[config.mk]
export PLATFORM = sky130hd
export DESIGN_NAME = rv32_sequencer
export DESIGN_NICKNAME = d
export VERILOG_FILES = /design/src/rtl/rv32_sequencer.sv
export SDC_FILE = /design/constraint.sdc
export NUM_CORES = 1
export LEC_CHECK = 0
export ABC_AREA = 1
export BUFFER_PORTS_ARGS = -buffer_cell sky130_fd_sc_hd__buf_2
export CAP_MARGIN = 20
export CORE_MARGIN = 2
export CORE_UTILIZATION = 53
export CTS_CLUSTER_DIAMETER = 50
export DETAILED_ROUTE_END_ITERATION = 10
export PLACE_DENSITY = 0.84
export REMOVE_ABC_BUFFERS = 1
export SETUP_SLACK_MARGIN = 0.02
export SLEW_MARGIN = 15
export SYNTH_ARGS = -nofsm -noshare
export SYNTH_HDL_FRONTEND = slang
export SYNTH_SLANG_ARGS = --single-unit
export TNS_END_PERCENT = 50
[constraint.sdc]
create_clock -name clk -period 1.8 [get_ports clk]
set_input_delay 0.18 -clock clk [delete_from_list [all_inputs] [get_ports clk]]
set_output_delay 0.18 -clock clk [all_outputs]
set_load 0.01 [all_outputs]
[src/rtl/rv32_sequencer.sv]
// Multi-cycle fetch/decode/execute/writeback sequencer for the rv32 core.
// Fetches over a valid/ready port, gates rf_wen to writeback and halts on trap.
module rv32_sequencer #(
  parameter logic [31:0] RESET_VECTOR  = 32'h8000_0000,
  parameter logic [31:0] PC_INCREMENT  = 32'd4,
  parameter logic [7:0]  FETCH_TIMEOUT = 8'd255
) (
  input  logic        clk,
  input  logic        rst,
  input  logic        run_en,
  output logic        imem_req_valid,
  input  logic        imem_req_ready,
  output logic [31:0] imem_addr,
  input  logic        imem_rsp_valid,
  input  logic [31:0] imem_rsp_data,
  output logic [31:0] inst,
  output logic [31:0] pc,
  input  logic        dec_ebreak,
  input  logic        dec_illegal,
  output logic        rf_wen,
  output logic        retire,
  output logic        halted,
  output logic [1:0]  trap_cause,
  output logic [31:0] cycle_count,
  output logic [31:0] instret
);

  typedef enum logic [2:0] {
    S_FETCH     = 3'd0,
    S_WAIT      = 3'd1,
    S_DECODE    = 3'd2,
    S_EXECUTE   = 3'd3,
    S_WRITEBACK = 3'd4,
    S_HALT      = 3'd5
  } state_t;

  localparam logic [1:0] TRAP_EBREAK  = 2'b00;
  localparam logic [1:0] TRAP_ILLEGAL = 2'b01;
  localparam logic [1:0] TRAP_TIMEOUT = 2'b10;

  state_t      state_r;
  logic [7:0]  wait_cnt_r;
  logic [31:0] pc_r;
  logic [31:0] inst_r;
  logic [1:0]  trap_r;
  logic [31:0] cycle_r;
  logic [31:0] instret_r;

  // Sequencer state, PC, instruction register and performance counters.
  always_ff @(posedge clk) begin
    if (rst) begin
      state_r    <= S_FETCH;
      wait_cnt_r <= 8'd0;
      pc_r       <= RESET_VECTOR;
      inst_r     <= 32'd0;
      trap_r     <= TRAP_EBREAK;
      cycle_r    <= 32'd0;
      instret_r  <= 32'd0;
    end else begin
      if (state_r != S_HALT) begin
        cycle_r <= cycle_r + 32'd1;
      end
      case (state_r)
        S_FETCH: begin
          if (run_en && imem_req_ready) begin
            state_r    <= S_WAIT;
            wait_cnt_r <= 8'd0;
          end
        end
        S_WAIT: begin
          if (imem_rsp_valid) begin
            inst_r  <= imem_rsp_data;
            state_r <= S_DECODE;
          end else if (wait_cnt_r == FETCH_TIMEOUT - 8'd1) begin
            // This is the FETCH_TIMEOUT-th silent WAIT cycle.
            trap_r  <= TRAP_TIMEOUT;
            state_r <= S_HALT;
          end else begin
            wait_cnt_r <= wait_cnt_r + 8'd1;
          end
        end
        S_DECODE: begin
          if (dec_illegal) begin
            trap_r  <= TRAP_ILLEGAL;
            state_r <= S_HALT;
          end else if (dec_ebreak) begin
            trap_r  <= TRAP_EBREAK;
            state_r <= S_HALT;
          end else begin
            state_r <= S_EXECUTE;
          end
        end
        S_EXECUTE: begin
          state_r <= S_WRITEBACK;
        end
        S_WRITEBACK: begin
          pc_r      <= pc_r + PC_INCREMENT;
          instret_r <= instret_r + 32'd1;
          state_r   <= S_FETCH;
        end
        S_HALT: begin
          state_r <= S_HALT;
        end
        default: begin
          // Unreachable encodings stop the core rather than run undefined code.
          state_r <= S_HALT;
        end
      endcase
    end
  end

  // Request valid follows run_en directly so a fetch issues the cycle run_en rises.
  assign imem_req_valid = (state_r == S_FETCH) && run_en;
  assign imem_addr      = pc_r;
  assign pc             = pc_r;
  assign inst           = inst_r;
  assign rf_wen         = (state_r == S_WRITEBACK);
  assign retire         = (state_r == S_WRITEBACK);
  assign halted         = (state_r == S_HALT);
  assign trap_cause     = trap_r;
  assign cycle_count    = cycle_r;
  assign instret        = instret_r;

endmodule

==> results.sh, run 1 <==
export IMPL_detailed_place_hpwl_mm=14.2
export IMPL_number_of_enable_type_register_cells_in_the_synthesized_netlist=0
export IMPL_n_antenna_cell=0
export IMPL_post_synth_top_area_cell="dfxtp_1"
export IMPL_die_span_in_x_microns=122
export IMPL_critical_path_class="flip-flop to flip-flop"
export IMPL_floorplan_rows=43
export IMPL_synth_commonest_cells="nand2_1 (250), nor2_1 (245), dfxtp_1 (139)"
export IMPL_cp_start_kind="flip-flop"
export IMPL_grt_pass1_vias=7228
export IMPL_leakage_power_of_the_design_nw=4.37
export IMPL_clock_latency_ns=0.42
export IMPL_vias=7787
export IMPL_worst_slew_margin_rel=0.646
export IMPL_worst_r2r_endpoint="imem_addr[26]"
export IMPL_post_synth_top_count_cell="nand2_1"
export IMPL_drv_slew=0
export IMPL_status="finished clean"
export IMPL_dr_pass1_iters=5
export IMPL_antenna_found_initial=0
export IMPL_timing_setup_tns_ns=0
export IMPL_cts_clk_slew_worst_paths_ns=0.06
export IMPL_fillers=1180
export IMPL_drc_errors=0
export IMPL_synthesized_flop_and_latch_total=139
export IMPL_layout_area_overhead_vs_synth_pct=26.6
export IMPL_layout_drive_gt1_share=0.228
export IMPL_routedWlPerCell_microns=13.3
export IMPL_postCtsSetupRepairBufs=0
export IMPL_port_bufs=200
export IMPL_routed_wirelength_mm=20.1
export IMPL_min_from="imem_rsp_data[5]"
export IMPL_synth_warnings=0
export IMPL_worst_min_delay_path_endpoint="inst[5]"
export IMPL_core_area_sq_mm=0.0137
export IMPL_timing_rr_start="imem_addr[2]"
export IMPL_clock_sinks=139
export IMPL_detailedRoute_firstIterationViolations=629
export IMPL_seq_area_sq_mm=0.00278
export IMPL_finalSetupViolations=0
export IMPL_timing_fmax_mhz=603
export IMPL_tritoncts="yes"
export IMPL_postSynth_topFlopCell="dfxtp_1"
export IMPL_worstMarginPinSlew_ns=0.530
export IMPL_vdd_ir_drop_worst_mv=0.574
export IMPL_globalRouteTotalUtil=0.276
export IMPL_grt_overflow_total=0
export IMPL_rrSetupSlack_ns=0.14
export IMPL_synthDistinctLibCells=36
export IMPL_synth_top_cell_area_share=0.379
export IMPL_numCtsBuffers=17
export IMPL_clk_root_buffer_cell="clkbuf_16"
export IMPL_postSynthAreaPerCell_sq_um=6.54
export IMPL_grt_setup_unrepaired="false"
export IMPL_asyncSetResetFlopFracSynth=0
export IMPL_clock_tree_buffer_depth=2
export IMPL_critPathMaxFanout=5
export IMPL_synth_area_leaders="dfxtp_1 (38%), nand2_1 (13%), nor2_1 (13%)"
export IMPL_hold_path_class="input port to flip-flop"
export IMPL_powerDensity_mw_per_mm2=882
export IMPL_clock_skew_final_ns=0.00849
export IMPL_grt_start_max_net_pins=54
export IMPL_drv_cap=0
export IMPL_arrival_ns=2.02
export IMPL_floorplan_die_area_sq_mm=0.0148
export IMPL_multiInputGateArea_sq_mm=0.00369
export IMPL_hold_path_cell_count=3
export IMPL_timing_critical_path_required_ns=2.16
export IMPL_final_hold_viol_count=0
export IMPL_avgViaCountPerCell=5.14
export IMPL_post_route_cell_area_sq_mm=0.00929
export IMPL_routabilityCongestion=0.929
export IMPL_start_util=0.535
export IMPL_post_synth_instance_area_sq_mm=0.00734
export IMPL_postSynthCellCount=1123
export IMPL_design_portCount=205
export IMPL_grt_first_pass_wirelength_mm=33.0
export IMPL_synth_yosys_seq_area_share=0.379
export IMPL_cts_h_tree_depth=4
export IMPL_endpoint_kind="flip-flop"
export IMPL_layout_nets=1367
export IMPL_reg2regPathDepth=8
export IMPL_min_period_ns=1.66
export IMPL_die_height_microns=122
export IMPL_placedInstanceArea_sq_mm=0.00842
export IMPL_period_share=0.921
export IMPL_drtAntennaViolNets=0
worst max-delay path by stage:
stage	start	to	slack, ns	cells after the start
2_1_floorplan	rst	cycle_count[0]	0.04	3
4_1_cts	state_r[1]	halted	0.03	4
3_3_place_gp	state_r[1]	cycle_count[12]	0.29	6
5_1_grt	cycle_count[1]	cycle_count[29]	0.03	9
6_report	imem_addr[2]	imem_addr[26]	0.14	8
3_5_place_dp	instret[0]	instret[10]	0.22	8
critical path: stages (launching register included):
cell	delay, ns
dfxtp_1	0.34
ha_1	0.19
nand2_1	0.10
nand3b_1	0.21
nor2_1	0.34
nand4_1	0.19
nand2_1	0.11
inv_1	0.04
nor2_1	0.09
stage by stage:
step / total power, W / hold WS [ns] / std cells / worst slack (ns) / utilization
2_1_floorplan: 0.00358 / 0.249 / 1065 / 0.0433 / -
3_3_place_gp: 0.00381 / 0.427 / 1474 / 0.291 / 0.614
3_5_place_dp: 0.00382 / 0.438 / 1474 / 0.219 / 0.614
4_1_cts: 0.00823 / 0.0000247 / 1516 / 0.0294 / 0.676
5_1_grt: 0.00844 / 0.0196 / 1516 / 0.0307 / 0.677
6_report: 0.00820 / 0.00877 / 1516 / 0.142 / 0.677
placed cells by master (no fill, tap or decap), types with 3 or more instances in the layout:
cell           synthesis  final
a21oi_1               50     50
and2_1                 3      3
buf_12                 0      3
buf_2                  4    200
buf_4                 35     26
bufinv_16              0      8
clkbuf_16              0     17
clkbuf_8               0      5
conb_1                 1      4
dfxtp_1              139    139
dlygate4sd3_1          0     10
ha_1                   5      5
inv_1                124    122
inv_2                  5      7
nand2_1              250    250
nand2_2                3      3
nand2_4                4      4
nand3_1               71     71
nand3_2                5      4
nand4_1               42     42
nor2_1               245    243
nor2_2                11     12
nor2_4                 7      8
nor3_1                 9      9
nor3b_1                3      3
o21ai_0               59     59
xor2_1                11     11
timing repair:
item	CTS	global route
setup endpoints to repair	0	6
endpoints found under the hold margin	10	0
hold buffers	10	0
gates resized for setup	0	5
report_power, final:
group	internal, W	switching (W)
Sequential	0.00315	0.0000448
Clock	0.00307	0.00134
Combinational	0.000226	0.000363
Total	0.00644	0.00175
area by class of cell:
| class | instances | share of cell area |
|---|---|---|
| Clock inverter | 10 | 0.0276 |
| Tap cell | 180 | 0.0242 |
| Clock buffer | 22 | 0.0532 |
| Timing Repair Buffer | 239 | 0.146 |
| Multi-Input combinational cell | 796 | 0.397 |
| Inverter | 130 | 0.0528 |
| Sequential cell | 139 | 0.299 |
cells by family after synthesis:
| kind of cell | after synthesis | synth area share |
|---|---|---|
| and+or+nand+nor | 659 | 0.393 |
| buffers and inverters | 191 | 0.123 |
| DFF | 139 | 0.379 |
| AOI/OAI and AO/OA | 115 | 0.0808 |
| xor gates and xnor gates | 13 | 0.0155 |
| adders and majority gates | 5 | 0.00852 |
| other | 1 | 0.000511 |
metal layers:
metal / global-route usage / wire length, microns / vias up
met4: 0.122 / 504 / 0
met3: 0.0581 / 1300 / 40
li1: - / - / 3921
met5: 0 / 0 / -
met1: 0.335 / 8410 / 3546
met2: 0.473 / 9890 / 280
sequential cells by signal, summed over array words and instances, names as in the netlist:
name         flops
inst            32
cycle_count     32
instret         32
imem_addr       30
trap_cause       2
wait_cnt_r       8
state_r          3
Note: power is estimated with default switching activity, not from simulation.
==> run 2, diff against run 1 <==
Settings changed: PLACE_DENSITY 0.84 to 0.88.
==> run 2 against run 1 <==
Via count is essentially flat. Register-to-register slack worse by 0.05 ns. Final cell count decreased by 0.33%. Total power fell by 5.4%. Sequential power about the same. Critical path depth stayed put. Sequential share of layout area up 0.33 points. Largest cell class unchanged.
==> results.sh, run 2 (synthesis results as in run 1) <==
export IMPL_status="finished clean"
export IMPL_grt_setup_unrepaired="true"
export IMPL_clock_tree_buffer_depth=2
export IMPL_placedInstanceArea_sq_mm=0.00837
export IMPL_timing_setup_tns_ns=0
export IMPL_timing_critical_path_required_ns=2.08
export IMPL_arrival_ns=1.99
export IMPL_grt_overflow_total=0
export IMPL_design_portCount=205
export IMPL_detailed_place_hpwl_mm=14.2
export IMPL_worstMarginPinSlew_ns=0.518
export IMPL_floorplan_rows=43
export IMPL_globalRouteTotalUtil=0.275
export IMPL_critical_path_class="flip-flop to flip-flop"
export IMPL_cp_start_kind="flip-flop"
export IMPL_layout_nets=1363
export IMPL_port_bufs=200
export IMPL_die_height_microns=122
export IMPL_timing_critical_path_slowest_stage_cell="dfxtp_2"
export IMPL_drtAntennaViolNets=0
export IMPL_routedWlPerCell_microns=13.3
export IMPL_dr_pass1_iters=5
export IMPL_clock_sinks=139
export IMPL_clk_root_buffer_cell="clkbuf_16"
export IMPL_finalSetupViolations=0
export IMPL_worst_slew_margin_rel=0.655
export IMPL_vias=7794
export IMPL_endpoint_kind="flip-flop"
export IMPL_grt_start_max_net_pins=54
export IMPL_min_period_ns=1.71
export IMPL_drv_cap=0
export IMPL_powerDensity_mw_per_mm2=843
export IMPL_grt_first_pass_wirelength_mm=32.7
export IMPL_grt_pass1_vias=7151
export IMPL_cts_h_tree_depth=4
export IMPL_period_share=0.950
export IMPL_dr_wl_met2_mm=9.99
export IMPL_routed_wirelength_mm=20.0
export IMPL_leakage_power_of_the_design_nw=4.31
export IMPL_detailedRoute_firstIterationViolations=760
export IMPL_final_hold_viol_count=0
export IMPL_dr_max_layer_used="met4"
export IMPL_die_span_in_x_microns=122
export IMPL_antenna_found_initial=1
export IMPL_cts_clk_slew_worst_paths_ns=0.06
export IMPL_crit_chain="ha_1, nand3_1, nor2_4, nand3_1, nor2_1, nand2_1, o21ai_0, nor2_1"
export IMPL_cpPeakStageDelay_ns=0.38
export IMPL_final_instance_count_excl_fill=1511
export IMPL_post_route_cell_area_sq_mm=0.00920
export IMPL_met1_length_mm=8.30
export IMPL_vdd_ir_drop_worst_mv=0.589
export IMPL_drv_slew=0
export IMPL_core_area_sq_mm=0.0137
export IMPL_layout_area_overhead_vs_synth_pct=25.4
export IMPL_clock_skew_final_ns=0.00643
export IMPL_timing_fmax_mhz=585
export IMPL_commonest_non_fill_non_tap_cell_in_the_layout="nand2_1"
export IMPL_layout_drive_gt1_share=0.229
export IMPL_postLayoutCoreUtil=0.671
export IMPL_floorplan_die_area_sq_mm=0.0148
export IMPL_numCtsBuffers=17
export IMPL_avgViaCountPerCell=5.16
export IMPL_most_common_layout_cells="nand2_1 (250), nor2_1 (241), buf_2 (200)"
export IMPL_place_detailed_instances=1467
export IMPL_routabilityCongestion=0.923
export IMPL_critPathMaxFanout=6
export IMPL_tritoncts="yes"
export IMPL_drc_errors=0
export IMPL_hold_path_class="input port to flip-flop"
export IMPL_start_util=0.535
export IMPL_wl_met3_mm=1.34
export IMPL_clock_latency_ns=0.42
## run 2: cell count changes in the layout (fill, tap and decap cells not counted), moves of 2 or more
cell        previous run  this run
nor2_1               243       241
clkbuf_8               5         2
dfxtp_2                0         3
clkinvlp_4             1         3
bufinv_16              8         6
dfxtp_1              139       136
buf_4                 26        23
## run 2: worst max-delay path: cells and delay by family (launching register included)
| kind | cells | cell delay, ns |
|---|---|---|
| AOI/OAI and AO/OA | 1 | 0.13 |
| and+or+nand+nor | 6 | 0.84 |
| DFF | 1 | 0.38 |
| adders and majority gates | 1 | 0.21 |
## run 2: layout make-up
type                            count  area (sq um)
Multi-Input combinational cell    796          3710
Timing Repair Buffer              235          1320
Clock buffer                       19           453
Inverter                          130           490
Tap cell                          180           225
Fill cell                        1159          4520
Antenna cell                        1          2.50
Clock inverter                     11           216
Sequential cell                   139          2790
## run 2: what timing repair did
item,CTS,global route
setup buffers,3,1
setup endpoints to repair,4,26
hold buffers,9,0
pin swaps,1,1
hold endpoints to repair,9,0
resized for setup,2,9
## run 2: metal layers
| layer | vias up | track usage |
|---|---|---|
| met2 | 303 | 0.481 |
| met1 | 3535 | 0.324 |
| met5 | - | 0 |
| met3 | 43 | 0.0679 |
| met4 | 0 | 0.108 |
| li1 | 3913 | - |
## run 2: where the power goes
| group | total (W) | internal (W) | switching, W |
|---|---|---|---|
| Combinational | 0.000584 | 0.000223 | 0.000360 |
| Sequential | 0.00320 | 0.00315 | 0.0000476 |
| Clock | 0.00397 | 0.00266 | 0.00132 |
## run 2: worst paths after layout
path	from	endpoint	slack [ns]	cells after the start
setup / recovery	imem_addr[3]	imem_addr[22]	0.09	8
hold / removal	imem_rsp_data[22]	inst[22]	0.02	3
setup reg to reg	imem_addr[3]	imem_addr[22]	0.09	8
hold reg to reg	trap_cause[0]	trap_cause[0]	0.47	2
## run 2: metrics by stage
stage	hold WS (ns)	power [W]	setup WS (ns)
6_report	0.0178	0.00775	0.0904
3_3_place_gp	0.428	0.00379	0.176
5_1_grt	0.00455	0.00801	0.000579
2_1_floorplan	0.249	0.00358	0.0433
4_1_cts	0.0000267	0.00778	0.0416
3_5_place_dp	0.437	0.00381	0.108
==> run 3, diff against run 2 <==
Settings changed: ABC_AREA 1 to default, CORE_UTILIZATION 53 to 51, PLACE_DENSITY 0.88 to 0.87, SLEW_MARGIN 15 to default.
==> run 3 against run 2 <==
Final cell count decreased by 22%. Worst setup slack improved by 0.0088 ns. Via count fell by 21%. Global-route usage decreased by 2.6 points. Clock power fell by 5%. Sequential cell count is the same. Register-to-register slack barely moved. Cell area down 6.3%.
==> results.sh, run 3 <==
export IMPL_timing_critical_path_slowest_stage_cell="dfxtp_2"
export IMPL_core_area_sq_mm=0.0122
export IMPL_vdd_ir_drop_worst_mv=0.943
export IMPL_timing_setup_tns_ns=0
export IMPL_commonest_non_fill_non_tap_cell_in_the_layout="buf_2"
export IMPL_placedInstanceArea_sq_mm=0.00769
export IMPL_synth_yosys_seq_area_share=0.434
export IMPL_most_common_layout_cells="buf_2 (199), dfxtp_1 (138), nor2_1 (107), nand2_1 (107), xor2_1 (58)"
export IMPL_die_span_in_x_microns=116
export IMPL_reg2regPathDepth=6
export IMPL_worst_r2r_endpoint="instret[25]"
export IMPL_globalRouteTotalUtil=0.249
export IMPL_floorplan_rows=40
export IMPL_min_period_ns=1.70
export IMPL_layout_area_overhead_vs_synth_pct=34.4
export IMPL_timing_rr_start="state_r[1]"
export IMPL_routedWlPerCell_microns=14.9
export IMPL_die_height_microns=116
export IMPL_multiInputGateArea_sq_mm=0.00326
export IMPL_grt_setup_unrepaired="true"
export IMPL_grt_first_pass_wirelength_mm=26.5
export IMPL_antenna_found_initial=0
export IMPL_synth_warnings=0
export IMPL_cts_clk_slew_worst_paths_ns=0.06
export IMPL_design_portCount=205
export IMPL_routabilityCongestion=0.903
export IMPL_synth_top_cell_area_share=0.434
export IMPL_endpoint_kind="flip-flop"
export IMPL_cp_start_kind="flip-flop"
export IMPL_crit_chain="nor3b_4, buf_12, nand4_1, nor4_1, xnor2_1, nor2_1"
export IMPL_clock_sinks=139
export IMPL_clock_latency_ns=0.42
export IMPL_leakage_power_of_the_design_nw=3.89
export IMPL_synthesized_flop_and_latch_total=139
export IMPL_grt_pass1_vias=5603
export IMPL_post_synth_top_count_cell="dfxtp_1"
export IMPL_clockPowerShare=0.521
export IMPL_min_from="imem_rsp_data[7]"
export IMPL_n_antenna_cell=0
export IMPL_finalSetupViolations=0
export IMPL_grt_overflow_total=0
export IMPL_start_util=0.528
export IMPL_netSwitchingPower_w=0.00151
export IMPL_routed_wirelength_mm=17.4
export IMPL_cpPeakStageDelay_ns=0.36
export IMPL_worstMarginPinSlew_ns=0.587
export IMPL_floorplan_die_area_sq_mm=0.0135
export IMPL_number_of_enable_type_register_cells_in_the_synthesized_netlist=0
export IMPL_critical_path_class="flip-flop to flip-flop"
export IMPL_timing_fmax_mhz=588
export IMPL_cellInternalPower_w=0.00575
export IMPL_critPathMaxFanout=12
export IMPL_timing_critical_path_max_delay_family="simple AND/OR/NAND/NOR gates"
export IMPL_hold_ws_ns=0.0269
export IMPL_powerDensity_mw_per_mm2=842
export IMPL_layout_drive_gt1_share=0.314
export IMPL_postSynth_topFlopCell="dfxtp_1"
export IMPL_arrival_ns=2.01
export IMPL_post_route_cell_area_sq_mm=0.00862
export IMPL_clock_skew_final_ns=0.00981
export IMPL_worst_setup_path_startpoint="state_r[1]"
export IMPL_power_switching_share=0.208
export IMPL_clock_tree_buffer_depth=2
export IMPL_postSynthCellCount=759
export IMPL_port_bufs=200
export IMPL_synth_commonest_cells="dfxtp_1 (139), nor2_1 (108), nand2_1 (107)"
export IMPL_drv_cap=0
export IMPL_dr_pass1_iters=5
export IMPL_post_synth_instance_area_sq_mm=0.00642
export IMPL_fillers=900
export IMPL_synth_area_leaders="dfxtp_1 (43%), xor2_1 (7.9%), nor2_1 (6.3%)"
export IMPL_worst_slew_margin_rel=0.608
export IMPL_status="finished clean"
export IMPL_layout_nets=1037
export IMPL_rrSetupSlack_ns=0.1
export IMPL_clk_root_buffer_cell="clkbuf_16"
export IMPL_tritoncts="yes"
export IMPL_synthDistinctLibCells=50
export IMPL_worst_min_delay_path_endpoint="inst[7]"
export IMPL_avgViaCountPerCell=5.26
export IMPL_cp_num_buf_inv=1
export IMPL_postSynthAreaPerCell_sq_um=8.45
export IMPL_period_share=0.945
export IMPL_drc_errors=0
export IMPL_seq_area_sq_mm=0.00278
export IMPL_drtAntennaViolNets=0
export IMPL_asyncSetResetFlopFracSynth=0
export IMPL_share_comb_of_total_power=0.047
export IMPL_grt_start_max_net_pins=55
export IMPL_hold_path_cell_count=3
export IMPL_numCtsBuffers=17
export IMPL_cts_h_tree_depth=4
export IMPL_timing_critical_path_required_ns=2.11
export IMPL_final_hold_viol_count=0
export IMPL_detailed_place_hpwl_mm=11.6
export IMPL_vias=6174
export IMPL_drv_slew=0
export IMPL_share_seq_of_total_power=0.432
export IMPL_hold_path_class="input port to flip-flop"
export IMPL_detailedRoute_firstIterationViolations=385
export IMPL_post_synth_top_area_cell="dfxtp_1"
run 3: cell families (layout without fill, tap and decap cells):
group / Yosys count / count (layout) / share of synthesized area
other cells: 1 / 4 / 0.000584
fa+ha+maj: 5 / 5 / 0.00975
buf+inv: 77 / 320 / 0.0688
flops: 139 / 139 / 0.434
compound gates: 60 / 60 / 0.0521
mux: 4 / 4 / 0.00644
xor+xnor: 88 / 88 / 0.120
simple gates: 385 / 385 / 0.309
run 3: worst max-delay path by stage:
| stage | endpoint | slack (ns) | depth (start not counted) |
|---|---|---|---|
| floorplan | instret[31] | -0.56 | 5 |
| global placement | instret[31] | 0.14 | 6 |
| detailed placement | instret[25] | 0.09 | 6 |
| CTS | cycle_count[25] | 0.06 | 5 |
| global route | wait_cnt_r[3] | -0.0006 | 6 |
| finish | instret[25] | 0.1 | 6 |
run 3: area by class of cell:
cell class	instances	share of cell area
clock inverters	11	0.0223
multi-input cells	546	0.377
clock buffers	20	0.0518
repair buffers	281	0.198
inverters	8	0.00348
flip-flops and latches	139	0.323
well taps	168	0.0244
run 3: tightest hold or removal path, stage by stage:
cell and delay (ns):
buf_2 0.11, nand2_1 0.05, a21oi_1 0.05
run 3: through the flow:
step,setup slack [ns],std cells,power [W],utilization
after global placement,0.142,1117,0.00349,0.632
after floorplan,-0.561,693,0.00332,-
after global routing,-0.000556,1173,0.00748,0.709
after CTS,0.0641,1169,0.00732,0.703
final,0.0992,1173,0.00726,0.709
after detailed placement,0.0890,1117,0.00349,0.632
run 3: repair_timing:
action	4_1_cts	5_1_grt
resized for setup	1	11
setup endpoints to repair	1	15
hold buffers	21	0
pin swaps	0	2
buffers inserted	0	4
hold endpoints to repair	21	0
run 3: per-layer routing:
| metal | global-route usage | share of wire | vias to the layer above |
|---|---|---|---|
| met1 | 0.291 | 0.41 | 2867 |
| li1 | - | - | 3006 |
| met2 | 0.430 | 0.50 | 262 |
| met4 | 0.107 | 0.022 | 0 |
| met5 | 0 | 0 | - |
| met3 | 0.0669 | 0.076 | 39 |
run 3: power by group through the flow:
stage,registers [W],clock network (W),logic [W]
floorplan,0.00322,0,0.000102
global placement,0.00320,0,0.000289
detailed placement,0.00320,0,0.000293
CTS,0.00313,0.00385,0.000332
global route,0.00314,0.00397,0.000371
finish,0.00314,0.00379,0.000341
